[config.mk]
export PLATFORM = sky130hd
export DESIGN_NAME = multiplier_simd_pipe
export DESIGN_NICKNAME = d
export VERILOG_FILES = /design/src/rtl/multiplier_simd_pipe.sv
export SDC_FILE = /design/constraint.sdc
export NUM_CORES = 1
export LEC_CHECK = 0
export ABC_CLOCK_PERIOD_IN_PS = 1200
export CORE_ASPECT_RATIO = 1.5
export CORE_UTILIZATION = 30
export DETAILED_ROUTE_END_ITERATION = 7
export SLEW_MARGIN = 10
export SYNTH_ARGS = -nofsm -noshare
export SYNTH_HDL_FRONTEND = slang
export SYNTH_SLANG_ARGS = --single-unit
[constraint.sdc]
create_clock -name i_clk -period 1.2 [get_ports i_clk]
set_input_delay 0.24 -clock i_clk [delete_from_list [all_inputs] [get_ports i_clk]]
set_output_delay 0.24 -clock i_clk [all_outputs]
set_load 0.02 [all_outputs]
[src/rtl/multiplier_simd_pipe.sv]
`default_nettype none
// ============================================================================
// Module   : multiplier_simd_pipe
// Brief    : Pipelined precision-scalable SIMD multiplier (1x/2x/4x lanes) with
//            stall, valid tracking and zero-operand gating. Optional counters
//            under MULT_SIMD_PERF_CNT_EN.
// Revision : 1.0 - initial release
// ============================================================================
module multiplier_simd_pipe #(
    parameter int DATA_W = 16,
    parameter int STAGES = 2,
    parameter int CNT_W  = 16
) (
    input  logic                  i_clk,
    input  logic                  i_rstn,
    input  logic                  i_en_ff,
    input  logic                  i_valid,
    input  logic [1:0]            i_mode,
    input  logic                  i_signed,
    input  logic [DATA_W-1:0]     i_a,
    input  logic [DATA_W-1:0]     i_b,
    input  logic                  i_cnt_clr,
    output logic                  o_valid,
    output logic [2*DATA_W-1:0]   o_prod,
    output logic                  o_mode_err,
    output logic [CNT_W-1:0]      o_op_cnt,
    output logic [CNT_W-1:0]      o_zero_cnt
);

    localparam int       c_PW   = 2 * DATA_W;
    localparam int       c_HALF = DATA_W / 2;
    localparam int       c_QTR  = DATA_W / 4;
    localparam logic [1:0] c_MODE_HALF = 2'd1;
    localparam logic [1:0] c_MODE_QTR  = 2'd2;
    localparam logic [1:0] c_MODE_RSVD = 2'd3;

    logic [c_PW-1:0] w_full_a;
    logic [c_PW-1:0] w_full_b;
    logic [c_PW-1:0] w_full_p;
    logic [c_PW-1:0] w_half_p;
    logic [c_PW-1:0] w_qtr_p;
    logic [c_PW-1:0] w_pp;
    logic            w_zero;
    logic            w_err;

    // Each lane is extended to twice its width so one multiply yields the exact
    // signed or unsigned product in the low bits.
    assign w_full_a = {{DATA_W{i_signed & i_a[DATA_W-1]}}, i_a};
    assign w_full_b = {{DATA_W{i_signed & i_b[DATA_W-1]}}, i_b};
    assign w_full_p = w_full_a * w_full_b;

    generate
        for (genvar k = 0; k < 2; k++) begin : g_half
            logic [DATA_W-1:0] w_ea;
            logic [DATA_W-1:0] w_eb;
            assign w_ea = {{c_HALF{i_signed & i_a[k*c_HALF+c_HALF-1]}}, i_a[k*c_HALF +: c_HALF]};
            assign w_eb = {{c_HALF{i_signed & i_b[k*c_HALF+c_HALF-1]}}, i_b[k*c_HALF +: c_HALF]};
            assign w_half_p[k*DATA_W +: DATA_W] = w_ea * w_eb;
        end
        for (genvar k = 0; k < 4; k++) begin : g_qtr
            logic [c_HALF-1:0] w_ea;
            logic [c_HALF-1:0] w_eb;
            assign w_ea = {{c_QTR{i_signed & i_a[k*c_QTR+c_QTR-1]}}, i_a[k*c_QTR +: c_QTR]};
            assign w_eb = {{c_QTR{i_signed & i_b[k*c_QTR+c_QTR-1]}}, i_b[k*c_QTR +: c_QTR]};
            assign w_qtr_p[k*c_HALF +: c_HALF] = w_ea * w_eb;
        end
    endgenerate

    always_comb begin
        w_pp = w_full_p;
        case (i_mode)
            c_MODE_HALF: w_pp = w_half_p;
            c_MODE_QTR:  w_pp = w_qtr_p;
            default:     w_pp = w_full_p;
        endcase
    end

    assign w_zero = (i_a == '0) || (i_b == '0);
    assign w_err  = (i_mode == c_MODE_RSVD);

    // Control flags advance on every enabled cycle, bubbles included.
    logic [STAGES-1:0] r_vld;
    logic [STAGES-1:0] r_err;

    always_ff @(posedge i_clk or negedge i_rstn) begin
        if (!i_rstn) begin
            r_vld <= '0;
            r_err <= '0;
        end else if (i_en_ff) begin
            r_vld[0] <= i_valid;
            r_err[0] <= w_err;
            for (int i = 1; i < STAGES; i++) begin
                r_vld[i] <= r_vld[i-1];
                r_err[i] <= r_err[i-1];
            end
        end
    end

    logic            w_in_vld;
    logic            w_in_zero;
    logic [c_PW-1:0] w_in_data;

    generate
        if (STAGES == 1) begin : g_single
            assign w_in_vld  = i_valid;
            assign w_in_zero = w_zero;
            assign w_in_data = w_pp;
        end else begin : g_multi
            logic [c_PW-1:0] r_data [STAGES-1];
            logic [STAGES-2:0] r_zero;

            // Data registers load only for valid, non-zero ops (operand isolation).
            always_ff @(posedge i_clk or negedge i_rstn) begin
                if (!i_rstn) begin
                    r_zero <= '0;
                    for (int i = 0; i < STAGES-1; i++) begin
                        r_data[i] <= '0;
                    end
                end else if (i_en_ff) begin
                    r_zero[0] <= w_zero;
                    if (i_valid && !w_zero) begin
                        r_data[0] <= w_pp;
                    end
                    for (int i = 1; i < STAGES-1; i++) begin
                        r_zero[i] <= r_zero[i-1];
                        if (r_vld[i-1] && !r_zero[i-1]) begin
                            r_data[i] <= r_data[i-1];
                        end
                    end
                end
            end

            assign w_in_vld  = r_vld[STAGES-2];
            assign w_in_zero = r_zero[STAGES-2];
            assign w_in_data = r_data[STAGES-2];
        end
    endgenerate

    logic [c_PW-1:0] r_prod;

    always_ff @(posedge i_clk or negedge i_rstn) begin
        if (!i_rstn) begin
            r_prod <= '0;
        end else if (i_en_ff && w_in_vld) begin
            r_prod <= w_in_zero ? '0 : w_in_data;
        end
    end

    assign o_valid    = r_vld[STAGES-1];
    assign o_mode_err = r_vld[STAGES-1] & r_err[STAGES-1];
    assign o_prod     = r_prod;

`ifdef MULT_SIMD_PERF_CNT_EN
    logic             w_cap;
    logic [CNT_W-1:0] r_op_cnt;
    logic [CNT_W-1:0] r_zero_cnt;

    assign w_cap = i_valid & i_en_ff;

    // Clear has priority; both counters saturate at all-ones.
    always_ff @(posedge i_clk or negedge i_rstn) begin
        if (!i_rstn) begin
            r_op_cnt   <= '0;
            r_zero_cnt <= '0;
        end else if (i_cnt_clr) begin
            r_op_cnt   <= '0;
            r_zero_cnt <= '0;
        end else if (w_cap) begin
            if (r_op_cnt != '1) begin
                r_op_cnt <= r_op_cnt + CNT_W'(1);
            end
            if (w_zero && (r_zero_cnt != '1)) begin
                r_zero_cnt <= r_zero_cnt + CNT_W'(1);
            end
        end
    end

    assign o_op_cnt   = r_op_cnt;
    assign o_zero_cnt = r_zero_cnt;
`else
    logic w_unused_clr;
    assign w_unused_clr = i_cnt_clr;
    assign o_op_cnt     = '0;
    assign o_zero_cnt   = '0;
`endif

endmodule
`default_nettype wire

# Word-level counts from Yosys, hierarchy flattened
# Index checks and enable logic that the tools add are counted.
dict set report totals {
  reg_bits 69
  output_inout_bits 66
  elab_cells 33
}
dict set report op_classes {
  n_mul 7
  n_eq_ne 3
  n_mux 2
  n_bitwise 9
  reduce_logical 7
}
# op n
set ops {}
lappend ops {{one-hot mux 32 bit (2 select lines)} 1}
lappend ops {{zero test 16 bit} 2}
lappend ops {{multiplier 17 x 17 -> 32 bit} 1}
lappend ops {{multiplier 5 x 5 -> 8 bit} 4}
lappend ops {{multiplier 9 x 9 -> 16 bit} 2}
lappend ops {{2-to-1 mux 32 bit} 1}
lappend ops {{bitwise AND 1 bit} 9}
lappend ops {{equality test 2 bit, second input constant} 2}
lappend ops {{equality test 2 x 1 -> 1 bit, second input constant} 1}
lappend ops {{logical AND 1 bit} 2}
lappend ops {{AND reduction 2 bit} 1}
lappend ops {{zero test 1 bit} 1}
lappend ops {{logical OR 1 bit} 1}

# Longest topological paths before layout
# Gate-level depths: netlist of the first run.
dict set report depth {
  depth_word 5
  mapped_depth 28
  mapped_depth_nobuf 25
}

# Worst setup path after synthesis of the first run
# Ideal clock, no wire load.
dict set report synth_path {
  path_type {input port to flip-flop}
  startpoint {in i_signed}
  endpoint {reg g_multi.r_data[30] in the netlist's numbering}
  setup_time_ps 96
  arrival_ps 6121
  required_ps 1104
  slack_ps -5016
  cell_stages 25
  path_buffers 2
  cell_sequence {clkbuf_1 > and2_1 > clkbuf_1 > nand2_1 > inv_1 > fa_1 > fa_1 > inv_1 > fa_1 > inv_1 > fa_1 > fa_1 > inv_1 > fa_1 > inv_1 > ha_1 > a21o_1 > a31o_1 > nor4bb_1 > o21ai_1 > a311o_1 > a41oi_2 > xnor2_1 > nor2_1 > o31ai_1}
}
dict set report synth_via {
  elab_chain_cells 3
}
# item line_no
set synth_rtl {}
lappend synth_rtl {{start: declaration} 19} ;# input logic i_signed,
lappend synth_rtl {{bitwise AND 1 bit (on tied branches)} --}
lappend synth_rtl {{multiplier 17 x 17 -> 32 bit (tied with other cells)} 50} ;# assign w_full_p = w_full_a * w_full_b;
lappend synth_rtl {{one-hot mux 32 bit (2 select lines) (*)} 71} ;# case (i_mode)
lappend synth_rtl {{end signal: indexed assignment} 127} ;# r_data[i] <= r_data[i-1];
lappend synth_rtl {{end: declaration} 109} ;# logic [c_PW-1:0] r_data [STAGES-1];
# Mark *: on every way between the ends. The rest lies on a longest branch, timed or not.
# A chain may end at the register's enable or synchronous reset.

# Final worst setup path of the first run
dict set report layout_path {
  startpoint {in i_a[15]}
  endpoint {reg g_multi.r_data[30] in the netlist's numbering}
}
dict set report layout_via {
  elab_chain_cells 5
}
# item line_no
set layout_rtl {}
lappend layout_rtl {{start: declaration} 20} ;# input logic [DATA_W-1:0] i_a,
lappend layout_rtl {{branches (longest 5 deep; another with multiplier 17 x 17 -> 32 bit)} --}
# Several ways; the timed one is not identified.

==> flow_summary.json, run 1 <==
{
  "register_area_um2": 1728,
  "ys.flop_type": "dfrtp_1",
  "setup_ws_ns": -4.461,
  "status": "complete, but fails checks",
  "placementRows": 115,
  "cts_tree": "yes",
  "multi_input_area_um2": 17150,
  "clock.fmax_mhz": 176.6,
  "grt_pass1_vias": 19519,
  "post-route-min-period_ns": 5.661,
  "r2r_slack_ns": 0.15,
  "fin_nets": 3361,
  "first_pass_iters": 6,
  "via_per_inst": 4.673,
  "fp.dieH_um": 316.6,
  "synthToLayoutAreaGrowth_pct": 42.59,
  "synth_warnings": 0,
  "critPathKind": "input pin to register",
  "violations": "negative setup slack",
  "clock_latency_ns": 0.32,
  "synth_cells": 2179,
  "routed_wl_mm": 65.26,
  "start_util_pct": 30.24,
  "ys_seq_elements": 69,
  "hp-class": "input pin to async pin",
  "grt_first_pass_wirelength_mm": 103.4,
  "synth_top_family_by_area": "adder cells",
  "setup_viol_count_final": 35,
  "drv_slew": 0,
  "synth_compound_area_share_pct": 7.414,
  "synth_fa_ha_area_share_pct": 53.15,
  "dpl.hpwl_mm": 51.54,
  "first_iter_violations": 684,
  "slowest_delay_ns": 0.54,
  "fillers": 6180,
  "crit_end": "g_multi.r_data[30]",
  "place.gp.congestion": 0.9277,
  "max-cap-violations": 0,
  "reg2reg_depth": 2,
  "vias": 16846,
  "ios": 106,
  "placed_cells": 3468,
  "yosysUniqueCellTypes": 58,
  "critical-path-slowest-cell": "fa_1",
  "routedWlPerCell_um": 18.10,
  "cp_cell_sequence": "buf_6 -> and2_4 -> nand2_4 -> fa_1 -> inv_1 -> fa_1 -> inv_1 -> fa_1 -> inv_2 -> fa_1 -> fa_1 -> inv_1 -> fa_1 -> inv_2 -> ha_4 -> a21o_1 -> a31o_1 -> nor4bb_4 -> o21ai_2 -> a311o_1 -> a41oi_2 -> xnor2_1 -> nor2_1 -> o31ai_1",
  "synth_edf_count": 0,
  "dieWidth_um": 211.7,
  "fin_cells": 3605,
  "worstSetupStartpoint": "i_a[15]",
  "design_area_um2": 28230,
  "ant_nets": 0,
  "dr_wl_met3_mm": 2.114,
  "regToRegEndpoint": "o_prod[22]",
  "grt-ovfl-total": 0,
  "post-route-period-util_pct": 471.8,
  "yosysSeqAreaShare_pct": 8.722,
  "async_reset_ff_share_pct": 100.0,
  "rsz0062_at_grt": "yes",
  "worstPathRequired_ns": 1.43,
  "cts_num_sinks": 69,
  "fin_skew_ns": 0.003616,
  "end_kind": "register",
  "grt_max_degree": 65,
  "antenna_found_initial": 1,
  "top_layer_used": "met4",
  "dieArea_um2": 67040,
  "core_area_um2": 65470,
  "cp_max_fo": 4,
  "antennaDiodeCount": 0,
  "reg2reg_from": "g_multi.r_zero",
  "drcViolationCount": 0,
  "cts_buffers": 9,
  "root_buffer": "clkbuf_16",
  "startpoint_type": "input pin",
  "avgSynthCellArea_um2": 9.085,
  "clk_pin_slew_worst_paths_ns": 0.06,
  "io_buffers": 72,
  "grtUsageTotal_pct": 20.32,
  "cts.path.max_buffers": 2,
  "wl_met1_mm": 21.71,
  "synth_mux_area_share_pct": 0.2212,
  "crit_top_cell": "fa_1",
  "drive_gt1_share_pct": 36.99,
  "synth_area_um2": 19800,
  "htreeDepth": 3,
  "placed_area_um2": 25300,
  "finalHoldViolCount": 0,
  "dr_wl_met2_mm": 36.32,
  "synth_xor_area_share_pct": 4.159,
  "yosys.area_share.simple_pct": 13.20,
  "crit_arrival_ns": 5.89
}
[what timing repair did]
action                                 in CTS  in global routing
setup buffers                             103                 26
hold buffers                                1                  0
endpoints found under the hold margin       5                  0
pin swaps                                 194                149
resized for setup                         595                172
gates cloned                               15                  0
setup endpoints to repair                  99                 35
[metal layers]
| metal | track usage [%] | vias to the layer above |
|---|---|---|
| met5 | 0 | - |
| met4 | 13.01 | 0 |
| met3 | 1.892 | 235 |
| met2 | 39.90 | 482 |
| met1 | 20.13 | 8522 |
| li1 | - | 7607 |
[flip-flops by register name (all words and copies together), names as in the netlist]
signal          cells
g_multi.r_data     32
o_prod             32
g_multi.r_zero      1
r_err               2
r_vld               2
[worst max-delay path: cells and delay by family]
| family | cells | cell delay, ns |
|---|---|---|
| AOI/OAI and AO/OA | 6 | 1.21 |
| xor gates and xnor gates | 1 | 0.14 |
| adders and majority gates | 7 | 3.36 |
| buffers and inverters | 6 | 0.35 |
| and+or+nand+nor | 4 | 0.60 |
[cells in the mapped netlist (all sizes together), types with 4 or more instances]
cell type	n	area (um^2)
inv	532	1997
fa	405	8108
nand2	221	834.6
ha	193	2415
and2	125	782.0
clkbuf	93	349.1
xnor2	78	683.2
o21ai	70	350.3
dfrtp	69	1727
a21oi	47	235.2
nor2	47	176.4
nand2b	37	231.5
buf	34	250.2
a21o	33	247.7
and3	24	151.4
nor3	16	80.08
xor2	16	140.1
a211oi	14	105.1
or2	14	87.58
a221oi	11	96.34
nand3	11	55.05
a22oi	8	60.06
nor4	8	50.05
a31oi	7	43.79
a221o	6	60.06
nand4	6	37.54
nor2b	6	37.54
o211ai	6	45.04
o21a	6	45.04
or3	4	26.28
[stage by stage]
step	hold slack, ns	worst slack (ns)	util [%]	setup TNS (ns)
after floorplan	-0.05559	-4.490	-	-106.40
after global placement	0.07532	-5.205	38.64	-151.40
after detailed placement	0.08153	-5.265	38.64	-152.82
after CTS	0.2735	-4.471	42.27	-113.78
after global routing	0.2900	-4.609	43.12	-118.27
final	0.2868	-4.461	43.12	-113.95
[cells by family after synthesis]
logic type	Yosys count
simple gates	526
buf+inv	659
mux	4
xor+xnor	94
other cells	1
compound gates	228
flops	69
fa+ha+maj	598
[layout make-up]
cell class	count	share of cell area (%)
clock inverter	7	0.4344
tap	877	3.887
timing repair buffer	629	20.93
clock buffer	9	0.7979
multi-input combinational	1482	60.74
inverter	532	7.083
sequential	69	6.121
[worst min-delay path by stage]
stage                              to
detailed placement          o_prod[4]
floorplan           g_multi.r_data[0]
finish                      o_prod[4]
global route                o_prod[4]
CTS                         o_prod[4]
global placement            o_prod[4]
[layout by cell type (no fill, tap or decap), types with 12 or more instances in the layout]
cell	n
o21ai_2	12
a211oi_2	13
o21ai_0	34
nor2_1	38
a21oi_1	26
nand2_1	176
buf_6	81
o21ai_1	21
conb_1	32
fa_2	39
ha_1	148
dfrtp_1	68
xnor2_1	72
and2_4	39
a21oi_2	17
or2_2	13
buf_2	41
nand2_2	24
and2_1	85
a21o_1	33
fa_1	366
buf_12	43
inv_1	460
buf_8	19
xor2_1	14
nand2b_1	36
inv_2	71
and3_1	18
nand2_4	20
ha_4	37
buf_4	422
Power of run 1 is not shown: default switching activity piles up to over one toggle a cycle in this logic, so the estimate is an artifact.
==> inputs of run 2 (changes only) <==
- ABC_AREA: unset -> 1
- RECOVER_POWER: unset -> 50
==> run 2 against run 1 <==
Against the previous run: the flow still finishes with violations (negative setup slack); final cell count up 16%; critical path depth stayed put; routed wire length is 10% higher.
==> flow_summary.json, run 2 <==
{
  "final_cell_mix": "644 x inv_1, 493 x buf_4, 479 x nand2_1, 369 x fa_1, 145 x ha_1",
  "cts_tree": "yes",
  "synth_warnings": 0,
  "antenna_found_initial": 0,
  "max-cap-violations": 0,
  "finalHoldViolCount": 0,
  "placementRows": 118,
  "dpl.hpwl_mm": 59.29,
  "place.gp.congestion": 0.9217,
  "cts_num_sinks": 69,
  "htreeDepth": 3,
  "yosysUniqueCellTypes": 46,
  "critPathBufInv": 7,
  "fin_nets": 3933,
  "drcViolationCount": 0,
  "cts.path.max_buffers": 2,
  "startpoint_type": "input pin",
  "first_iter_violations": 852,
  "critical-path-slowest-cell": "fa_2",
  "via_per_inst": 4.589,
  "critPathKind": "input pin to register",
  "synth_area_um2": 20960,
  "ys.flop_type": "dfrtp_1",
  "drv_slew": 0,
  "post-route-period-util_pct": 433.5,
  "synth_cells": 2662,
  "relSlewSlack_pct": 62.59,
  "grtUsageTotal_pct": 20.94,
  "clk_pin_slew_worst_paths_ns": 0.05,
  "mostFrequentLayoutCell": "inv_1",
  "tns_ns": -107.77,
  "grt_first_pass_wirelength_mm": 113.7,
  "synthToLayoutAreaGrowth_pct": 46.66,
  "slowest_delay_ns": 0.64,
  "ys_seq_elements": 69,
  "grt_max_degree": 29,
  "drive_gt1_share_pct": 37.14,
  "violations": "negative setup slack",
  "hp-class": "input pin to async pin",
  "dieArea_um2": 70930,
  "crit_top_cell": "fa_1",
  "rsz0062_at_grt": "yes",
  "worstMarginPinSlew_ns": 0.5612,
  "io_buffers": 72,
  "routedWlPerCell_um": 17.15,
  "crit_arrival_ns": 5.42,
  "antennaDiodeCount": 0,
  "avgSynthCellArea_um2": 7.872,
  "synthTopCellsByCount": "750 x inv_1, 583 x nand2_1, 405 x fa_1",
  "dieWidth_um": 217.8,
  "crit_family": "adder cells",
  "routed_wl_mm": 72.01,
  "vias": 19264,
  "grt-ovfl-total": 0,
  "cp_cell_sequence": "buf_12 -> nand2_8 -> buf_12 -> nor2_4 -> fa_2 -> inv_4 -> fa_2 -> buf_6 -> inv_2 -> fa_1 -> fa_1 -> fa_1 -> fa_1 -> ha_4 -> nand2_4 -> buf_4 -> nor3_4 -> nand4_1 -> nand3_2 -> nand2_1 -> inv_1 -> o21ai_0 -> nand2_1 -> nand2_1",
  "synth_top_cell_by_area": "fa_1",
  "setup_ws_ns": -4.002,
  "ant_nets": 0,
  "yosysSeqAreaShare_pct": 8.240,
  "synth_edf_count": 0,
  "setup_viol_count_final": 65,
  "end_kind": "register",
  "synth.top_cell.area_share_pct": 38.69,
  "fp.dieH_um": 325.7,
  "cts_buffers": 9,
  "post-route-min-period_ns": 5.202,
  "first_pass_iters": 5,
  "grt_pass1_vias": 21477,
  "async_reset_ff_share_pct": 100.0,
  "root_buffer": "clkbuf_16",
  "cp_max_fo": 5,
  "fin_skew_ns": 0.005301,
  "core_area_um2": 69100,
  "status": "complete, but fails checks",
  "worstPathRequired_ns": 1.42,
  "ios": 106,
  "synth_area_leaders": "fa_1 39%, inv_1 13%, ha_1 12%",
  "start_util_pct": 30.33,
  "post-synth-top-count-cell": "inv_1",
  "clock_latency_ns": 0.33,
  "clock.fmax_mhz": 192.3
}
==> run 2: final timing paths <==
path / slack, ns / cells past startpoint / startpoint / endpoint
setup / recovery: -4.00 / 24 / i_signed / g_multi.r_data[27]
hold / removal: 0.43 / 2 / i_rstn / o_prod[0]
setup reg to reg: 0.09 / 2 / g_multi.r_zero / o_prod[17]
hold reg to reg: 0.48 / 2 / o_prod[16] / o_prod[16]
max in group asynchronous: 0.15 / 3 / i_rstn / g_multi.r_zero
min in group i_clk: 0.43 / 5 / i_b[0] / g_multi.r_data[0]
==> run 2: per-layer routing <==
| metal | wire length [um] | GRT usage (%) | vias to the layer above |
|---|---|---|---|
| met5 | 0 | 0 | - |
| met4 | 5695 | 13.71 | 0 |
| met3 | 2440 | 1.998 | 232 |
| met2 | 40050 | 41.37 | 507 |
| met1 | 23830 | 20.11 | 9496 |
| li1 | - | - | 9029 |
==> run 2: per-stage QoR <==
step           setup WS, ns  hold slack (ns)  util (%)  cells  cell area (um^2)
3_3_place_gp         -4.917           0.1517     39.46   4045             27270
6_report             -4.002           0.4330     44.48   4198             30730
5_1_grt              -4.190           0.4423     44.48   4198             30730
4_1_cts              -4.025           0.3479     42.93   4159             29660
3_5_place_dp         -4.955           0.1518     39.46   4045             27270
2_1_floorplan        -4.036         -0.05559         -   2693             22390
==> run 2: timing repair <==
action,4_1_cts,5_1_grt
setup buffers,88,48
pin swaps,232,210
endpoints found under the setup margin,67,47
hold buffers,1,0
endpoints found under the hold margin,18,0
gates cloned,11,2
gates resized for setup,626,253
==> run 2: cell type report <==
cell class              count  area [um^2]
clock inverters             1        7.507
flip-flops and latches     69         1728
multi-input cells        1741        18040
repair inverters            1        7.507
fillers                  6683        38360
well taps                 900         1126
inverters                 758         2889
clock buffers              13        260.3
repair buffers            715         6678
==> run 2: cell families (layout without fill, tap and decap cells) <==
group                    Yosys count  in the layout  synth area share, %
buffers and inverters            884           1488                16.89
AND/OR/NAND/NOR                  834            835                16.44
XOR/XNOR                          39             39                1.630
adder cells (fa/ha/maj)          598            598                50.21
other                              1             32              0.01790
AO/OA/AOI/OAI                    237            237                6.568
flip-flops                        69             69                8.240
Power of run 2 is left out for the same reason.
==> variant 1, RTL diff (config.mk and constraints of run 2) <==
Set the parameter `CNT_W` to 32 (it was 16).
--- a/src/rtl/multiplier_simd_pipe.sv
+++ b/src/rtl/multiplier_simd_pipe.sv
@@ -9,7 +9,7 @@
 module multiplier_simd_pipe #(
     parameter int DATA_W = 16,
     parameter int STAGES = 2,
-    parameter int CNT_W  = 16
+    parameter int CNT_W  = 32
 ) (
     input  logic                  i_clk,
     input  logic                  i_rstn,
Interface: changed (resized o_op_cnt and o_zero_cnt); port bits go from 106 to 138. The function was not compared with the original's and may differ.
==> variant 1 against run 2 <==
The run still ends with setup timing left. Setup slack worse by 0.025 ns. Global-route usage is 0.23 points higher. Critical path depth rose by 1. Area after synthesis grew 1.1%. Wire length grew 2.9%. Final area is 1.8% higher. Sequential cell count is the same. Synthesized cell count increased by 1.2%.
Power is not shown: default switching activity piles up to over one toggle a cycle in this logic, so the estimate is an artifact.
==> variant 1: results (changes against run 2) <==
- Outcome: finished, violations left (unchanged)
- Failing checks: setup timing (unchanged)
- Final non-filler cell total: 4256 (was 4198)
- DP Area: 27200 sq um (was 27300 sq um)
- Vias in the first global route: 21544 (was 21477)
- First-pass GRT wire length: 115000 um (was 114000 um)
- Final wirelength: 74100 um (was 72000 um)
- Reg2reg end: o_prod[1]$_DFFE_PN0P_ (was o_prod[17]$_DFFE_PN0P_)
- Post-synthesis sequential area ratio: 8.15% (was 8.24%)
- Crit-path max cell delay: 0.78 ns (was 0.64 ns)
- Post-place setup slack: -5.02 ns (was -4.96 ns)
- Post-route setup TNS: -105.61 ns (was -107.77 ns)
- Pin count of the biggest net entering global routing: 44 (was 29)
- Hold_ws: 0.421 ns (was 0.433 ns)
- GR Util met1: 20.5% (was 20.1%)
- Layout cells sized above 1: 38.3% (was 37.1%)
- Most used DFF post-synth: dfrtp_1 (unchanged)
- H-tree level count: 3 (unchanged)
- Reg2reg path depth: 3 (was 2)
- Metal3 WL: 2630 um (was 2440 um)
- CP Max Fanout: 7 (was 5)
- Syn avg cell area: 7.87 sq um (about the same)
- Total track usage: 21.2% (was 20.9%)
- Fin Clk Skew: 0.00884 ns (was 0.00530 ns)
- Synth top area cells: fa_1 38%, inv_1 13%, ha_1 11% (was fa_1 39%, inv_1 13%, ha_1 12%)
- Critical Path End: g_multi.r_data[31]$_DFFE_PN0P_ (was g_multi.r_data[27]$_DFFE_PN0P_)
- Data arrival, critical path: 5.50 ns (was 5.42 ns)
- Final setup margin: -4.03 ns (was -4.00 ns)
- GP Congestion: 0.919 (was 0.922)
- GR Util met2: 41.3% (was 41.4%)
- Slew @ Worst Pin: 0.544 ns (was 0.561 ns)
- Vias per Instance: 4.61 (was 4.59)
- Placed cells: 4059 (was 4045)
- Wire length on met1: 24500 um (was 23800 um)
- Final setup vio count: 33 (was 65)
- Final net count: 3984 (was 3933)
- Met2 wire len: 40500 um (was 40100 um)
- Hpwl dp: 58600 um (was 59300 um)
## variant 1: logic make-up (layout without fill, tap and decap cells)
group	count (synthesis)	count (layout)	synth area share, %
xor gates and xnor gates	39	39	1.61
AOI/OAI and AO/OA	237	237	6.49
DFF	69	69	8.15
other	1	64	0.0177
and+or+nand+nor	834	834	16.3
buffers and inverters	916	1508	17.8
adders and majority gates	598	598	49.6
## variant 1: area by class of cell
type	instances	area, sq um
Sequential cell	69	1730
Inverter	758	2900
Multi-Input combinational cell	1772	18200
Timing Repair Buffer	736	7020
Fill cell	6631	38700
Tap cell	907	1130
Clock inverter	5	30.0
Clock buffer	9	225
## variant 1: what timing repair did
| item | 4_1_cts | 5_1_grt |
|---|---|---|
| gates cloned | 14 | 0 |
| setup buffers | 138 | 40 |
| pin swaps | 247 | 205 |
| hold endpoints to repair | 15 | 0 |
| resized for setup | 685 | 244 |
| endpoints found under the setup margin | 67 | 41 |
| hold buffers | 1 | 0 |
==> variant 2, RTL diff (config.mk and constraints of run 2) <==
Without the edit above. Put a register stage on the outputs `o_valid` and `o_mode_err`, without a reset. The values now appear one clock later. The other outputs are not delayed to match.
--- a/src/rtl/multiplier_simd_pipe.sv
+++ b/src/rtl/multiplier_simd_pipe.sv
@@ -146,8 +146,10 @@
         end
     end
 
-    assign o_valid    = r_vld[STAGES-1];
-    assign o_mode_err = r_vld[STAGES-1] & r_err[STAGES-1];
+    always_ff @(posedge i_clk) begin
+        o_valid    <= r_vld[STAGES-1];
+        o_mode_err <= r_vld[STAGES-1] & r_err[STAGES-1];
+    end
     assign o_prod     = r_prod;
 
 `ifdef MULT_SIMD_PERF_CNT_EN
Formal check against the unedited RTL: not equivalent (a bounded check fails within 4 cycles, from zero or initial values and one cycle with i_rstn low).
==> variant 2 against run 2 <==
Final area is 0.31% higher. Sequential cell count is 2 higher. Global-route usage is 0.87 points higher. Setup slack better by 0.015 ns. Wire length is 3.8% higher. Largest cell class unchanged. Area after synthesis is 0.14% lower. Die area is 0.14% lower. The run still ends with setup timing left.
Power is not shown: default switching activity piles up to over one toggle a cycle in this logic, so the estimate is an artifact.
==> variant 2: results (changes against run 2) <==
- Failing checks: setup timing (unchanged)
- Final non-filler cell total: 4200 (was 4198)
- Hpwl dp: 59900 um (was 59300 um)
- Vias in the first global route: 21581 (was 21477)
- Data arrival, critical path: 5.40 ns (was 5.42 ns)
- CTS root buf: clkbuf_16 (unchanged)
- Worst r2r src: g_multi.r_zero$_DFFE_PN0P_ (unchanged)
- Hold path start: r_vld[1]$_DFFE_PN0P_
- Wire length on met1: 24400 um (was 23800 um)
- Final setup margin: -3.99 ns (was -4.00 ns)
- Layout fillers: 6527 (was 6683)
- Outcome: finished, violations left (unchanged)
- GP Congestion: 0.928 (was 0.922)
- Post-place setup slack: -4.90 ns (was -4.96 ns)
- HP Class: flip-flop to flip-flop (was input pin to async pin)
- DP Area: 26900 sq um (was 27300 sq um)
- Final net count: 3933 (unchanged)
- Most frequent cells after synthesis: 748 x inv_1, 586 x nand2_1, 405 x fa_1, 193 x ha_1, 104 x nor2_1 (was 750 x inv_1, 583 x nand2_1, 405 x fa_1, 193 x ha_1, 115 x nor2_1)
- Syn avg cell area: 7.88 sq um (was 7.87 sq um)
- Yosys cell types: 49 (was 46)
- Placed cells: 4013 (was 4045)
- Post-synthesis sequential area ratio: 8.44% (was 8.24%)
- Reg2reg path depth: 4 (was 2)
- CP top delay family: adder cells (unchanged)
- Drt wl/cell: 17.8 um (was 17.2 um)
- H-tree level count: 3 (unchanged)
- Synth top area cells: fa_1 39%, inv_1 13%, ha_1 12% (unchanged)
- Reg2reg end: o_prod[30]$_DFFE_PN0P_ (was o_prod[17]$_DFFE_PN0P_)
- Async S/R FF share, synth: 97.2% (was 100%)
- Pin count of the biggest net entering global routing: 70 (was 29)
- First-pass GRT wire length: 117000 um (was 114000 um)
- Hold_ws: 0.400 ns (was 0.433 ns)
- Fin Clk Skew: 0.00972 ns (was 0.00530 ns)
- Max-slew headroom: 56.4% (was 62.6%)
- CP Max Fanout: 4 (was 5)
- Flop2flop setup slack: 0.11 ns (was 0.09 ns)
- Crit-path max cell delay: 0.62 ns (was 0.64 ns)
- Vias: 19404 (was 19264)
- Total track usage: 21.8% (was 20.9%)
- Initial DRC count: 824 (was 852)
- Final setup vio count: 33 (was 65)
- Layout cells sized above 1: 37.8% (was 37.1%)
- Metal3 WL: 2420 um (was 2440 um)
- Drt pass-1 iters: 7 (was 5)
variant 2: stage by stage:
| stage | setup TNS [ns] | util (%) |
|---|---|---|
| floorplan | -97.72 | - |
| global placement | -141.36 | 39.1 |
| detailed placement | -142.13 | 39.1 |
| CTS | -105.33 | 43.5 |
| global route | -112.28 | 44.7 |
| finish | -107.31 | 44.7 |
variant 2: area by class of cell:
class	instances	share of cell area (%)
inverter	761	9.43
clock inverter	6	0.223
clock buffer	10	0.775
tap	900	3.65
sequential	71	5.73
multi-input combinational	1732	58.1
timing repair inverter	1	0.0284
timing repair buffer	719	22.0
variant 2: what timing repair did:
| item | CTS | global route |
|---|---|---|
| hold buffers | 1 | 0 |
| resized for setup | 724 | 221 |
| hold endpoints to repair | 69 | 0 |
| cloned | 17 | 0 |
| endpoints found under the setup margin | 67 | 47 |
| setup buffers | 126 | 44 |
| pin swaps | 235 | 190 |
variant 2: layer usage:
layer,global-route usage (%),vias up
li1,-,8986
met1,20.8,9615
met2,42.5,538
met3,1.95,265
met4,16.0,0
met5,0,-
variant 2: logic make-up after synthesis:
kind of cell,after synthesis,share of synthesized area [%]
buffers and inverters,885,17.0
and+or+nand+nor,826,16.2
adders and majority gates,598,50.3
AOI/OAI and AO/OA,231,6.24
DFF,71,8.44
xor gates and xnor gates,41,1.72
muxes,3,0.144
other,1,0.0179
